`config.mk`:
```
export PLATFORM = sky130hd
export DESIGN_NAME = if_fetch_unit_flat
export DESIGN_NICKNAME = d
export VERILOG_FILES = /design/src/rtl/if_fetch_unit_if.sv /design/src/rtl/if_fetch_unit.sv /design/src/flat_wrapper.sv
export SDC_FILE = /design/constraint.sdc
export NUM_CORES = 1
export LEC_CHECK = 0
export BUFFER_PORTS_ARGS = -buffer_cell sky130_fd_sc_hd__buf_2
export CORE_MARGIN = 2
export CORE_UTILIZATION = 28
export CTS_CLUSTER_DIAMETER = 80
export DETAILED_ROUTE_END_ITERATION = 6
export GPL_TIMING_DRIVEN = 0
export SLEW_MARGIN = 0
export SYNTH_ARGS = -nofsm -noshare
export SYNTH_HDL_FRONTEND = slang
export SYNTH_SLANG_ARGS = --single-unit
export TNS_END_PERCENT = 20
```
`constraint.sdc`:
```
create_clock -name clk -period 2 [get_ports clk]
set_input_delay 0.6 -clock clk [delete_from_list [all_inputs] [get_ports clk]]
set_output_delay 0.6 -clock clk [all_outputs]
set_load 0.05 [all_outputs]
```
`src/rtl/if_fetch_unit_if.sv`:
```
// -----------------------------------------------------------------------------
// if_fetch_unit_if
// Groups the signals between the IF-stage fetch controller and its neighbours:
// the PC register, the redirect/flush source, instruction memory and IF/ID.
//
// Signals:
//   pc              PC register value feeding the fetch controller
//   pc_write        PC register update enable
//   flush           redirect/kill; the PC mux carries the target this cycle
//   imem_req_*      fetch request (valid/ready/address)
//   imem_resp_*     single-cycle response pulse with the fetched word
//   id_valid/ready  IF/ID handshake
//   id_pc/id_instr  contents of IF/ID
//   id_fault        misaligned-fetch marker (only with FETCH_MISALIGN_CHK_EN)
//
// Modports:
//   master  the fetch controller's view
//   slave   the surrounding pipeline/memory view
//
// Optional feature macro: FETCH_MISALIGN_CHK_EN adds id_fault.
// -----------------------------------------------------------------------------
interface if_fetch_unit_if #(
  parameter int ADDR_W  = 32,
  parameter int INSTR_W = 32
);
  logic [ADDR_W-1:0]  pc;
  logic               pc_write;
  logic               flush;
  logic               imem_req_valid;
  logic               imem_req_ready;
  logic [ADDR_W-1:0]  imem_req_addr;
  logic               imem_resp_valid;
  logic [INSTR_W-1:0] imem_resp_data;
  logic               id_valid;
  logic               id_ready;
  logic [ADDR_W-1:0]  id_pc;
  logic [INSTR_W-1:0] id_instr;
`ifdef FETCH_MISALIGN_CHK_EN
  logic               id_fault;
`endif

  modport master (
    input  pc, flush, imem_req_ready, imem_resp_valid, imem_resp_data, id_ready,
    output pc_write, imem_req_valid, imem_req_addr, id_valid, id_pc, id_instr
`ifdef FETCH_MISALIGN_CHK_EN
    , output id_fault
`endif
  );

  modport slave (
    output pc, flush, imem_req_ready, imem_resp_valid, imem_resp_data, id_ready,
    input  pc_write, imem_req_valid, imem_req_addr, id_valid, id_pc, id_instr
`ifdef FETCH_MISALIGN_CHK_EN
    , input id_fault
`endif
  );
endinterface

```
`src/rtl/if_fetch_unit.sv`:
```
// -----------------------------------------------------------------------------
// if_fetch_unit
// IF-stage fetch controller. Issues one instruction-memory request at a time
// from the architectural PC, enables the PC register only when a request is
// accepted or a redirect happens, and presents fetched words to IF/ID through
// a valid/ready handshake. A one-entry hold buffer absorbs a response that
// arrives while IF/ID is stalled; a flush kills IF/ID, the hold buffer and any
// in-flight response.
//
// Ports:
//   clk   rising-edge clock
//   rst   synchronous, active-high reset
//   bus   if_fetch_unit_if.master (PC, flush, imem request/response, IF/ID)
//
// Optional feature macro: FETCH_MISALIGN_CHK_EN
//   When defined, a PC with non-zero low bits is not fetched; instead IF/ID
//   receives a NOP tagged with id_fault, and fetch parks until a flush.
// -----------------------------------------------------------------------------
module if_fetch_unit #(
  parameter int ADDR_W  = 32,
  parameter int INSTR_W = 32
) (
  input  logic             clk,
  input  logic             rst,
  if_fetch_unit_if.master  bus
);

  typedef enum logic [1:0] {
    ST_REQ   = 2'd0,
    ST_WAIT  = 2'd1,
    ST_HOLD  = 2'd2,
    ST_DRAIN = 2'd3
  } state_t;

  state_t             state_r, state_nxt_s;
  logic [ADDR_W-1:0]  req_pc_r, req_pc_nxt_s;
  logic [ADDR_W-1:0]  hold_pc_r, hold_pc_nxt_s;
  logic [INSTR_W-1:0] hold_instr_r, hold_instr_nxt_s;
  logic               id_valid_r, id_valid_nxt_s;
  logic [ADDR_W-1:0]  id_pc_r, id_pc_nxt_s;
  logic [INSTR_W-1:0] id_instr_r, id_instr_nxt_s;
  logic               req_valid_s;
  logic               pc_write_s;
  logic               slot_free_s;
  logic               misalign_s;

`ifdef FETCH_MISALIGN_CHK_EN
  localparam logic [INSTR_W-1:0] NOP_INSTR = INSTR_W'(32'h0000_0013);
  logic fault_r, fault_nxt_s;
  // Set once the fault NOP has been handed to IF/ID so it is not repeated.
  logic lock_r, lock_nxt_s;
  assign misalign_s = (bus.pc[1:0] != 2'b00);
`else
  assign misalign_s = 1'b0;
`endif

  // IF/ID can take a new word when empty or being drained this cycle.
  assign slot_free_s = !id_valid_r || bus.id_ready;

  // Next-state, request and IF/ID load decisions.
  always_comb begin
    state_nxt_s      = state_r;
    req_pc_nxt_s     = req_pc_r;
    hold_pc_nxt_s    = hold_pc_r;
    hold_instr_nxt_s = hold_instr_r;
    id_valid_nxt_s   = id_valid_r && !bus.id_ready;
    id_pc_nxt_s      = id_pc_r;
    id_instr_nxt_s   = id_instr_r;
    req_valid_s      = 1'b0;
    pc_write_s       = 1'b0;
`ifdef FETCH_MISALIGN_CHK_EN
    fault_nxt_s      = fault_r;
    lock_nxt_s       = lock_r;
`endif

    if (bus.flush) begin
      // Redirect: PC loads the target; a pending response must be swallowed.
      pc_write_s     = 1'b1;
      id_valid_nxt_s = 1'b0;
`ifdef FETCH_MISALIGN_CHK_EN
      lock_nxt_s     = 1'b0;
`endif
      if (((state_r == ST_WAIT) || (state_r == ST_DRAIN)) && !bus.imem_resp_valid) begin
        state_nxt_s = ST_DRAIN;
      end else begin
        state_nxt_s = ST_REQ;
      end
    end else begin
      case (state_r)
        ST_REQ: begin
          if (misalign_s) begin
`ifdef FETCH_MISALIGN_CHK_EN
            if (!lock_r && slot_free_s) begin
              id_valid_nxt_s = 1'b1;
              id_pc_nxt_s    = bus.pc;
              id_instr_nxt_s = NOP_INSTR;
              fault_nxt_s    = 1'b1;
              lock_nxt_s     = 1'b1;
            end else begin
              lock_nxt_s     = lock_r;
            end
`endif
          end else begin
            req_valid_s = 1'b1;
            if (bus.imem_req_ready) begin
              pc_write_s   = 1'b1;
              req_pc_nxt_s = bus.pc;
              state_nxt_s  = ST_WAIT;
            end else begin
              state_nxt_s  = ST_REQ;
            end
          end
        end
        ST_WAIT: begin
          if (bus.imem_resp_valid) begin
            if (slot_free_s) begin
              id_valid_nxt_s = 1'b1;
              id_pc_nxt_s    = req_pc_r;
              id_instr_nxt_s = bus.imem_resp_data;
`ifdef FETCH_MISALIGN_CHK_EN
              fault_nxt_s    = 1'b0;
`endif
              state_nxt_s    = ST_REQ;
            end else begin
              hold_pc_nxt_s    = req_pc_r;
              hold_instr_nxt_s = bus.imem_resp_data;
              state_nxt_s      = ST_HOLD;
            end
          end else begin
            state_nxt_s = ST_WAIT;
          end
        end
        ST_HOLD: begin
          // Only entered with IF/ID occupied, so id_ready is the free condition.
          if (bus.id_ready) begin
            id_valid_nxt_s = 1'b1;
            id_pc_nxt_s    = hold_pc_r;
            id_instr_nxt_s = hold_instr_r;
`ifdef FETCH_MISALIGN_CHK_EN
            fault_nxt_s    = 1'b0;
`endif
            state_nxt_s    = ST_REQ;
          end else begin
            state_nxt_s    = ST_HOLD;
          end
        end
        ST_DRAIN: begin
          if (bus.imem_resp_valid) begin
            state_nxt_s = ST_REQ;
          end else begin
            state_nxt_s = ST_DRAIN;
          end
        end
        default: begin
          state_nxt_s = ST_REQ;
        end
      endcase
    end

`ifdef FETCH_MISALIGN_CHK_EN
    // The fault tag never outlives the entry it belongs to.
    fault_nxt_s = fault_nxt_s && id_valid_nxt_s;
`endif
  end

  // State, request bookkeeping, hold buffer and IF/ID registers.
  always_ff @(posedge clk) begin
    if (rst) begin
      state_r      <= ST_REQ;
      req_pc_r     <= '0;
      hold_pc_r    <= '0;
      hold_instr_r <= '0;
      id_valid_r   <= 1'b0;
      id_pc_r      <= '0;
      id_instr_r   <= '0;
`ifdef FETCH_MISALIGN_CHK_EN
      fault_r      <= 1'b0;
      lock_r       <= 1'b0;
`endif
    end else begin
      state_r      <= state_nxt_s;
      req_pc_r     <= req_pc_nxt_s;
      hold_pc_r    <= hold_pc_nxt_s;
      hold_instr_r <= hold_instr_nxt_s;
      id_valid_r   <= id_valid_nxt_s;
      id_pc_r      <= id_pc_nxt_s;
      id_instr_r   <= id_instr_nxt_s;
`ifdef FETCH_MISALIGN_CHK_EN
      fault_r      <= fault_nxt_s;
      lock_r       <= lock_nxt_s;
`endif
    end
  end

  // Request and PC enable are combinational so acceptance and PC advance
  // happen in the same cycle; both are forced low during reset.
  assign bus.imem_req_valid = req_valid_s && !rst;
  assign bus.imem_req_addr  = bus.pc;
  assign bus.pc_write       = pc_write_s && !rst;
  assign bus.id_valid       = id_valid_r;
  assign bus.id_pc          = id_pc_r;
  assign bus.id_instr       = id_instr_r;
`ifdef FETCH_MISALIGN_CHK_EN
  assign bus.id_fault       = fault_r;
`endif

endmodule

```
`src/flat_wrapper.sv`:
```
// flat-port wrapper written by rule: the top's interface ports become plain ports
module if_fetch_unit_flat 
#(
  parameter int ADDR_W  = 32,
  parameter int INSTR_W = 32
)
  (clk, rst, bus_pc, bus_flush, bus_imem_req_ready, bus_imem_resp_valid, bus_imem_resp_data, bus_id_ready, bus_pc_write, bus_imem_req_valid, bus_imem_req_addr, bus_id_valid, bus_id_pc, bus_id_instr);
  if_fetch_unit_if #(.ADDR_W(ADDR_W), .INSTR_W(INSTR_W)) bus_i ();
  input  logic clk;
  input  logic rst;
  input wire logic [$bits(bus_i.pc)-1:0] bus_pc;
  input wire logic [$bits(bus_i.flush)-1:0] bus_flush;
  input wire logic [$bits(bus_i.imem_req_ready)-1:0] bus_imem_req_ready;
  input wire logic [$bits(bus_i.imem_resp_valid)-1:0] bus_imem_resp_valid;
  input wire logic [$bits(bus_i.imem_resp_data)-1:0] bus_imem_resp_data;
  input wire logic [$bits(bus_i.id_ready)-1:0] bus_id_ready;
  output wire logic [$bits(bus_i.pc_write)-1:0] bus_pc_write;
  output wire logic [$bits(bus_i.imem_req_valid)-1:0] bus_imem_req_valid;
  output wire logic [$bits(bus_i.imem_req_addr)-1:0] bus_imem_req_addr;
  output wire logic [$bits(bus_i.id_valid)-1:0] bus_id_valid;
  output wire logic [$bits(bus_i.id_pc)-1:0] bus_id_pc;
  output wire logic [$bits(bus_i.id_instr)-1:0] bus_id_instr;
  assign bus_i.pc = bus_pc;
  assign bus_i.flush = bus_flush;
  assign bus_i.imem_req_ready = bus_imem_req_ready;
  assign bus_i.imem_resp_valid = bus_imem_resp_valid;
  assign bus_i.imem_resp_data = bus_imem_resp_data;
  assign bus_i.id_ready = bus_id_ready;
  assign bus_pc_write = bus_i.pc_write;
  assign bus_imem_req_valid = bus_i.imem_req_valid;
  assign bus_imem_req_addr = bus_i.imem_req_addr;
  assign bus_id_valid = bus_i.id_valid;
  assign bus_id_pc = bus_i.id_pc;
  assign bus_id_instr = bus_i.id_instr;
  if_fetch_unit #(.ADDR_W(ADDR_W), .INSTR_W(INSTR_W)) u_core (.clk(clk), .rst(rst), .bus(bus_i));
endmodule
```
==> results of run 1 <==
==> worst paths after layout <==
path                                                end  slack, ns                 from  depth (start not counted)
worst min register to register      u_core.bus.id_pc[0]       0.46  u_core.bus.id_pc[0]                          2
worst max-delay path                       bus_pc_write     -0.004            bus_flush                          6
worst min-delay path                 u_core.req_pc_r[7]       0.41            bus_pc[7]                          3
worst max register to register  u_core.bus.id_instr[26]       0.07    u_core.state_r[0]                          6
==> critical path, cell delays in order <==
cell	delay (ns)
buf_6	0.13
clkbuf_16	0.16
buf_8	0.14
a21oi_4	0.13
nor2_4	0.06
buf_6	0.17
==> cell type report <==
cell class	instances	area, um2
well taps	341	427
repair buffers	171	890
fillers	2848	17300
clock inverters	10	128
clock buffers	20	457
multi-input cells	513	3580
flip-flops and latches	163	3270
plain buffers	120	703
inverters	67	251
==> what timing repair did <==
item / 4_1_cts / 5_1_grt
setup endpoints to repair: 69 / 35
pin swaps: 1 / 2
hold endpoints to repair: 0 / 0
setup buffers: 4 / 3
gates resized for setup: 18 / 9
==> cell usage in the layout, fill, tap and decap left out, types with 3 or more instances in the layout <==
cell type  synthesis  routed
ha_1               5       4
clkinv_4           0       5
inv_1             67      65
clkbuf_1          54      50
buf_4             32      41
a221oi_1           3       3
nand2_1           65      65
a21oi_1           98      97
dfxtp_1          163     161
buf_6              8      10
o21ai_0          130     130
buf_2             21     180
clkbuf_16          0      18
nand3b_1         129     129
a221oi_2          61      61
nand2b_1           3       3
buf_1              6       6
==> power groups by stage <==
stage	registers (mW)	logic [mW]	clock network (mW)
6_report	3.39	1.14	3.29
5_1_grt	3.40	1.21	3.47
4_1_cts	3.39	1.13	3.34
3_5_place_dp	3.47	1.12	0
3_3_place_gp	3.47	1.11	0
2_1_floorplan	3.66	0.588	0
==> flip-flops by register name, summed over array words and instances, names as in the netlist <==
register and count:
u_core.bus.id_instr 32, u_core.bus.id_pc 32, u_core.bus.id_valid 1, u_core.hold_instr_r 32, u_core.hold_pc_r 32, u_core.req_pc_r 32
u_core.state_r 2
==> cell families (layout without fill, tap and decap cells) <==
| group | Yosys count | in the layout | share of synthesized area |
|---|---|---|---|
| compound gates | 297 | 297 | 0.275 |
| simple gates | 211 | 211 | 0.176 |
| buf+inv | 188 | 388 | 0.118 |
| flops | 163 | 163 | 0.423 |
| fa+ha+maj | 5 | 5 | 0.00811 |
==> metrics by stage <==
step / TNS [ns] / instance area (um2) / cells / worst slack, ns / hold WS, ns
detailed placement: -12.08 / 8980 / 1369 / -0.605 / 0.447
floorplan: -0.0601 / 7730 / 864 / -0.0601 / 0.446
CTS: -0.0703 / 9650 / 1402 / -0.0703 / 0.403
global route: -0.0806 / 9700 / 1405 / -0.0554 / 0.410
finish: -0.00408 / 9700 / 1405 / -0.00408 / 0.409
global placement: -12.01 / 8980 / 1369 / -0.637 / 0.446
==> synth_stat cells <==
library cell,instances,area (um2)
buf_4,32,240
o21a_1,1,7.51
dfxtp_1,163,3260
o211ai_1,1,7.51
a221oi_1,3,26.3
nor3b_1,1,7.51
nand4_4,1,21.3
nor2_1,2,7.51
nor3_1,1,5.00
a21boi_0,1,7.51
buf_2,21,105
and4b_1,1,10.0
buf_1,6,22.5
o21ai_0,130,651
a311o_1,1,10.0
nor2b_1,1,6.26
nand2b_1,3,18.8
ha_1,5,62.6
nand4b_1,2,17.5
a31oi_1,1,6.26
clkbuf_1,54,203
and3_1,1,6.26
nor2b_2,1,8.76
buf_6,8,90.1
nand3b_4,1,20.0
nand2_1,65,244
inv_1,67,251
a221oi_2,61,916
and3b_1,1,8.76
and2_1,1,6.26
nand3b_1,129,968
a21oi_1,98,490
==> layer usage <==
metal / up-vias / GRT usage
met5: - / 0
met4: 4 / 0.0398
met3: 21 / 0.0374
met2: 215 / 0.259
met1: 3289 / 0.216
li1: 3402 / -
==> impl_metrics.json, run 1 <==
{
  "p_clk_frac": 0.421,
  "port-buffer-count": 164,
  "power_frac_seq": 0.434,
  "cts_hold_repair.buffers": 0,
  "syn_nets": 939,
  "rsz0062_at_grt": "true",
  "synth_cell_types": 32,
  "met1_length_um": 10800,
  "synth-seq-area-share": 0.423,
  "syn-instance-count": 864,
  "crit_path_start_kind": "primary input",
  "crit_path_max_fanout": 10,
  "setup_violations": 1,
  "tritoncts_clock_tree": "done",
  "violations": "setup timing",
  "worst_setup_hold_path_clk_slew_ns": 0.07,
  "via_count": 6931,
  "route.met3.wl_um": 1500,
  "max-clock-path-buffers": 2,
  "power.leakage_nw": 3.45,
  "detail_route.iter0.violations": 459,
  "tightestPinTransition_ns": 0.746,
  "cts_max_level": 4,
  "timing.max_slew.rel_slack": 0.503,
  "final_max_slew_viol_count": 0,
  "antenna_found_initial": 2,
  "power.ir.vdd_worst_uv": 538,
  "drive_above_1_share": 0.318,
  "fin_crit_ns": 2.00,
  "die_area_mm2": 0.0289,
  "fraction_of_the_core_area_covered_by_cells_at_the_end_of_the_flow": 0.359,
  "yosys_warnings": 0,
  "finalHoldViolCount": 0,
  "crit_type": "primary input to output port",
  "dp_hpwl_um": 16700,
  "intPower_mw": 5.59,
  "status": "complete, but fails checks",
  "syn_to_final_growth_pct": 25.7,
  "syn_avg_cell_area_um2": 8.93,
  "clock_latency_ns": 0.43,
  "dr.max_layer_used": "met5",
  "final_critical_path_setup_slack_ns": -0.00408,
  "power.combinational.fraction": 0.145,
  "largest_net_degree_at_the_start_of_global_routing": 20,
  "sw_frac_of_total": 0.284,
  "synth_seq_cells": 163,
  "drc_errors": 0,
  "finClkSkew_ns": 0.0124,
  "grt.overflow.total": 0,
  "required_ns": 1.40,
  "routed-wl-met2_um": 10700,
  "clock-root-buffer": "clkbuf_16",
  "via_per_inst": 4.93,
  "holdCritPathClass": "primary input to register",
  "avgRoutedWirePerCell_um": 16.5,
  "power_density_mw_per_mm2": 806,
  "core_area_mm2": 0.0270,
  "top_level_ports": 169,
  "gp_congestion": 0.822,
  "final_antenna_net_count": 0,
  "max-cap-violations": 0,
  "clock_buffers_created_by_tritoncts": 17,
  "netlist_area_before_placement_mm2": 0.00772,
  "cp_data_arrival_time_ns": 1.40,
  "grt_use_total": 0.160,
  "num_rows": 60,
  "initial_utilization": 0.286,
  "die_h_um": 170,
  "first_pass_iters": 4,
  "num_antenna_cells": 0,
  "p_total_mw": 7.82,
  "fmaxAchievable_mhz": 499,
  "min_period_over_period": 1.00,
  "die_x_um": 170,
  "critical_path.endpoint_type": "output port",
  "nets": 1128,
  "routed_wirelength_um": 23200,
  "grt_pass1_vias": 6447,
  "switching_power_mw": 2.22,
  "grt_first_pass_wirelength_um": 35900,
  "tritoncts_num_sinks": 163
}
Power figures use the tool's default switching activity.
==> run 2: changes to the inputs <==
--- a/config.mk
+++ b/config.mk
@@ -6,11 +6,11 @@
 export NUM_CORES = 1
 export LEC_CHECK = 0
 export BUFFER_PORTS_ARGS = -buffer_cell sky130_fd_sc_hd__buf_2
-export CORE_MARGIN = 2
 export CORE_UTILIZATION = 28
 export CTS_CLUSTER_DIAMETER = 80
 export DETAILED_ROUTE_END_ITERATION = 6
 export GPL_TIMING_DRIVEN = 0
+export REMOVE_ABC_BUFFERS = 1
 export SLEW_MARGIN = 0
 export SYNTH_ARGS = -nofsm -noshare
 export SYNTH_HDL_FRONTEND = slang
==> impl_metrics.json, run 2 (synthesis results as in run 1) <==
{
  "timing.max_slew.rel_slack": 0.427,
  "crit_type": "primary input to output port",
  "syn_to_final_growth_pct": 23.1,
  "num_rows": 60,
  "critPathTopFamily": "buffers and inverters",
  "finClkSkew_ns": 0.00885,
  "setup_violations": 0,
  "port-buffer-count": 168,
  "worst_setup_hold_path_clk_slew_ns": 0.07,
  "crit_path_max_fanout": 33,
  "hold_end": "u_core.req_pc_r[5]",
  "grt_first_pass_wirelength_um": 35000,
  "cp_num_buf_inv": 3,
  "drive_above_1_share": 0.311,
  "core_area_mm2": 0.0270,
  "fin_crit_ns": 1.97,
  "gp_congestion": 0.664,
  "ff2ff_path_depth": 6,
  "tritoncts_clock_tree": "done",
  "cpMaxStageDelayCell": "buf_16",
  "cts_hold_repair.buffers": 0,
  "routed_wirelength_um": 22200,
  "most_common_cell_after_layout_fill_and_taps_aside": "buf_2",
  "minimum_setup_slack_among_reg_to_reg_paths_ns": 0.09,
  "grt.overflow.total": 0,
  "initial_utilization": 0.286,
  "critical_path.reg2reg.startpoint": "u_core.state_r[0]",
  "via_per_inst": 4.97,
  "drc_errors": 0,
  "tightestPinTransition_ns": 0.857,
  "layout.cells.most_common_list": "buf_2, dfxtp_1, o21ai_0, nand3b_1, a21oi_1",
  "power.ir.vdd_worst_uv": 406,
  "grt_pass1_vias": 6264,
  "max-clock-path-buffers": 2,
  "antenna_found_initial": 0,
  "critical_path.endpoint_type": "output port",
  "clock_buffers_created_by_tritoncts": 17,
  "tritoncts_num_sinks": 163,
  "cp_data_arrival_time_ns": 1.37,
  "max_stage_delay_ns": 0.18,
  "final_max_slew_viol_count": 0,
  "max-cap-violations": 0,
  "die_h_um": 168,
  "rsz0062_at_grt": "true",
  "top_level_ports": 169,
  "finalHoldViolCount": 0,
  "detail_route.iter0.violations": 353,
  "crit_path_cell_trace": "buf_16, buf_16, nor2_1, and2_1, buf_6",
  "critPathMostFrequentCell": "buf_16",
  "power_density_mw_per_mm2": 813,
  "first_pass_iters": 4,
  "final_antenna_net_count": 0,
  "die_x_um": 168,
  "via_count": 6505,
  "power.leakage_nw": 3.29,
  "crit_path_start_kind": "primary input",
  "num_antenna_cells": 0,
  "dp_hpwl_um": 11900,
  "clock_latency_ns": 0.42,
  "required_ns": 1.40,
  "largest_net_degree_at_the_start_of_global_routing": 85,
  "r2r-end": "u_core.req_pc_r[29]",
  "holdCritPathClass": "primary input to register",
  "fmaxAchievable_mhz": 507,
  "status": "complete, no violations",
  "die_area_mm2": 0.0282,
  "worstHoldPathCells": 3,
  "cts_max_level": 4,
  "hold_ws_ns": 0.426,
  "nets": 1030,
  "min_period_over_period": 0.986,
  "clock-root-buffer": "clkbuf_16",
  "totalNegativeSetupSlack_ns": 0,
  "avgRoutedWirePerCell_um": 16.9,
  "min-delay-start": "bus_pc[5]",
  "grt_use_total": 0.158
}
[run 2: cell types whose count changed in the layout (fill, tap and decap cells not counted), moves of 4 or more]
cell       change
buf_6          -7
buf_2         -17
clkbuf_1      -50
clkinv_2       +4
buf_16         +8
bufbuf_16      +4
buf_1          -6
buf_4         -36
[run 2: worst max-delay path by stage]
stage / startpoint / to / slack [ns] / depth (start not counted)
after global routing: u_core.state_r[0] / bus_pc_write / -0.07 / 5
after CTS: u_core.state_r[0] / bus_pc_write / -0.005 / 5
final: bus_flush / bus_imem_req_valid / 0.03 / 5
after floorplan: u_core.state_r[0] / u_core.bus.id_pc[19] / -1.99 / 5
after global placement: bus_id_ready / u_core.bus.id_pc[20] / -4.04 / 4
after detailed placement: bus_id_ready / u_core.bus.id_pc[20] / -0.90 / 5
[run 2: what timing repair did]
action                     4_1_cts  5_1_grt
hold endpoints to repair         0        0
setup buffers                    6        1
pin swaps                        3        1
gates cloned                     5        1
gates resized for setup         18        6
setup endpoints to repair      147       79
[run 2: area by class of cell]
cell class	instances	area [um2]
Sequential cell	163	3270
Timing Repair Buffer	191	1370
Clock buffer	20	467
Inverter	67	251
Fill cell	2832	17500
Clock inverter	12	106
Tap cell	341	427
Multi-Input combinational cell	515	3610
[run 2: layer usage]
| layer | part of all wire | vias up | global-route usage |
|---|---|---|---|
| met5 | 0 | - | 0 |
| met4 | 0.0069 | 0 | 0.0303 |
| met3 | 0.039 | 12 | 0.0308 |
| met2 | 0.49 | 149 | 0.278 |
| met1 | 0.47 | 3131 | 0.201 |
| li1 | - | 3213 | - |
[run 2: report_power, final]
group          switching [mW]  leakage [nW]  internal, mW
sequential             0.0507          1.32          3.34
clock                    1.42         0.274          1.81
combinational           0.758          1.70         0.342
[run 2: metrics by stage]
step	total power, mW	cell area, um2	instances	setup slack (ns)	util
2_1_floorplan	3.95	7060	743	-1.99	-
3_3_place_gp	4.46	8320	1252	-4.04	0.308
3_5_place_dp	4.49	8610	1264	-0.899	0.319
4_1_cts	7.84	9460	1307	-0.00489	0.350
5_1_grt	8.08	9500	1309	-0.0749	0.352
6_report	7.72	9500	1309	0.0278	0.352
[run 2: worst min-delay path, delay by kind of cell]
family	cells	cell delay [ns]
buf+inv	1	0.10
simple gates	1	0.05
compound gates	1	0.05
==> run 3: changes to the inputs <==
--- a/config.mk
+++ b/config.mk
@@ -8,9 +8,11 @@
 export BUFFER_PORTS_ARGS = -buffer_cell sky130_fd_sc_hd__buf_2
 export CORE_UTILIZATION = 28
 export CTS_CLUSTER_DIAMETER = 80
+export CTS_CLUSTER_SIZE = 28
 export DETAILED_ROUTE_END_ITERATION = 6
 export GPL_TIMING_DRIVEN = 0
 export REMOVE_ABC_BUFFERS = 1
+export SETUP_SLACK_MARGIN = 0.02
 export SLEW_MARGIN = 0
 export SYNTH_ARGS = -nofsm -noshare
 export SYNTH_HDL_FRONTEND = slang
==> constraint.sdc (replaced) <==
create_clock -name clk -period 2 [get_ports clk]
set_input_delay 0.4 -clock clk [delete_from_list [all_inputs] [get_ports clk]]
set_output_delay 0.4 -clock clk [all_outputs]
set_load 0.05 [all_outputs]
==> impl_metrics.json, run 3 (synthesis results as in run 1) <==
{
  "crit_path_cell_trace": "inv_1, ha_4, nand3b_1, buf_8, nand2_1, a21oi_1",
  "tritoncts_clock_tree": "done",
  "max-clock-path-buffers": 2,
  "critical_path.endpoint_type": "register",
  "via_per_inst": 4.91,
  "final_max_slew_viol_count": 0,
  "first_pass_iters": 4,
  "tritoncts_num_sinks": 163,
  "required_ns": 2.27,
  "max_stage_delay_ns": 0.59,
  "syn_to_final_growth_pct": 20.8,
  "core_area_mm2": 0.0270,
  "drive_above_1_share": 0.305,
  "die_x_um": 168,
  "clock_latency_ns": 0.41,
  "worst_setup_hold_path_clk_slew_ns": 0.07,
  "via_count": 6408,
  "cp_num_buf_inv": 2,
  "min_period_over_period": 0.988,
  "drc_errors": 0,
  "fmaxAchievable_mhz": 506,
  "rsz0062_at_grt": "true",
  "num_antenna_cells": 0,
  "p_total_mw": 7.65,
  "clock-root-buffer": "clkbuf_16",
  "placedCellCount": 1264,
  "status": "complete, no violations",
  "grt.overflow.total": 0,
  "holdCritPathClass": "primary input to register",
  "finalHoldViolCount": 0,
  "grt_pass1_vias": 6143,
  "dp_hpwl_um": 11900,
  "final_antenna_net_count": 0,
  "final_cells": 1305,
  "power.leakage_nw": 3.20,
  "crit_path_max_fanout": 20,
  "die_h_um": 168,
  "num_rows": 60,
  "gp_congestion": 0.664,
  "antenna_found_initial": 0,
  "crit_type": "register to register",
  "fin_crit_ns": 1.98,
  "detail_route.iter0.violations": 379,
  "finClkSkew_ns": 0.00967,
  "totalNegativeSetupSlack_ns": 0,
  "cp_data_arrival_time_ns": 2.25,
  "grt_first_pass_wirelength_um": 33500,
  "die_area_mm2": 0.0282,
  "grt_use_total": 0.149,
  "critPathTopFamily": "simple AND/OR/NAND/NOR gates",
  "max-cap-violations": 0,
  "layout.cells.most_common_list": "buf_2, dfxtp_1, o21ai_0, nand3b_1, a21oi_1",
  "routed_wirelength_um": 21100,
  "avgRoutedWirePerCell_um": 16.2,
  "cts_hold_repair.buffers": 0,
  "cpMaxStageDelayCell": "nand3b_1",
  "fraction_of_the_core_area_covered_by_cells_at_the_end_of_the_flow": 0.345,
  "largest_net_degree_at_the_start_of_global_routing": 85,
  "port-buffer-count": 168,
  "tightestPinTransition_ns": 0.881,
  "top_level_ports": 169,
  "power_density_mw_per_mm2": 821,
  "clock_buffers_created_by_tritoncts": 17,
  "setup_violations": 0,
  "crit_path_start_kind": "register",
  "power.ir.vdd_worst_uv": 403,
  "nets": 1026,
  "cts_max_level": 4,
  "initial_utilization": 0.286,
  "hold_ws_ns": 0.228,
  "timing.max_slew.rel_slack": 0.413,
  "most_common_cell_after_layout_fill_and_taps_aside": "buf_2"
}
## run 3: report_power, final
group / switching [mW] / leakage (nW) / internal (mW)
clock: 1.41 / 0.274 / 1.81
combinational: 0.742 / 1.60 / 0.300
sequential: 0.0503 / 1.32 / 3.34
total: 2.20 / 3.20 / 5.45
## run 3: final timing paths
kind / startpoint / end / slack, ns / cells after the start
max: u_core.state_r[0] / u_core.req_pc_r[23] / 0.02 / 6
min reg2reg: u_core.bus.id_pc[7] / u_core.bus.id_pc[7] / 0.46 / 2
max reg2reg: u_core.state_r[0] / u_core.req_pc_r[23] / 0.02 / 6
min: bus_pc[9] / u_core.req_pc_r[9] / 0.23 / 3
## run 3: layer usage
layer	GRT usage	part of all wire	wire length [um]	up-vias
met4	0.0311	0.0047	100	0
met2	0.257	0.49	10300	137
met3	0.0310	0.038	801	7
met1	0.191	0.47	9920	3062
met5	0	0	0	-
li1	-	-	-	3202
## run 3: area by class of cell
cell class,count,area (um2)
sequential,163,3270
clock inverter,12,106
inverter,67,251
fill,2844,17700
clock buffer,20,467
timing repair buffer,187,1200
multi-input combinational,515,3610
tap,341,427
## run 3: repair_timing
action | CTS | global route
setup buffers | 5 | 2
endpoints found under the setup margin | 153 | 119
resized for setup | 6 | 4
pin swaps | 2 | 3
gates cloned | 1 | 1
## run 3: tightest hold or removal path, cell delays in order
cell     delay (ns)
buf_2          0.10
nand2_1        0.05
a21oi_1        0.05
## run 3: through the flow
stage	worst slack, ns	area (um2)
floorplan	-1.99	7060
global placement	-3.88	8320
detailed placement	-0.699	8610
CTS	-0.0461	9280
global route	-0.122	9320
finish	0.0232	9320
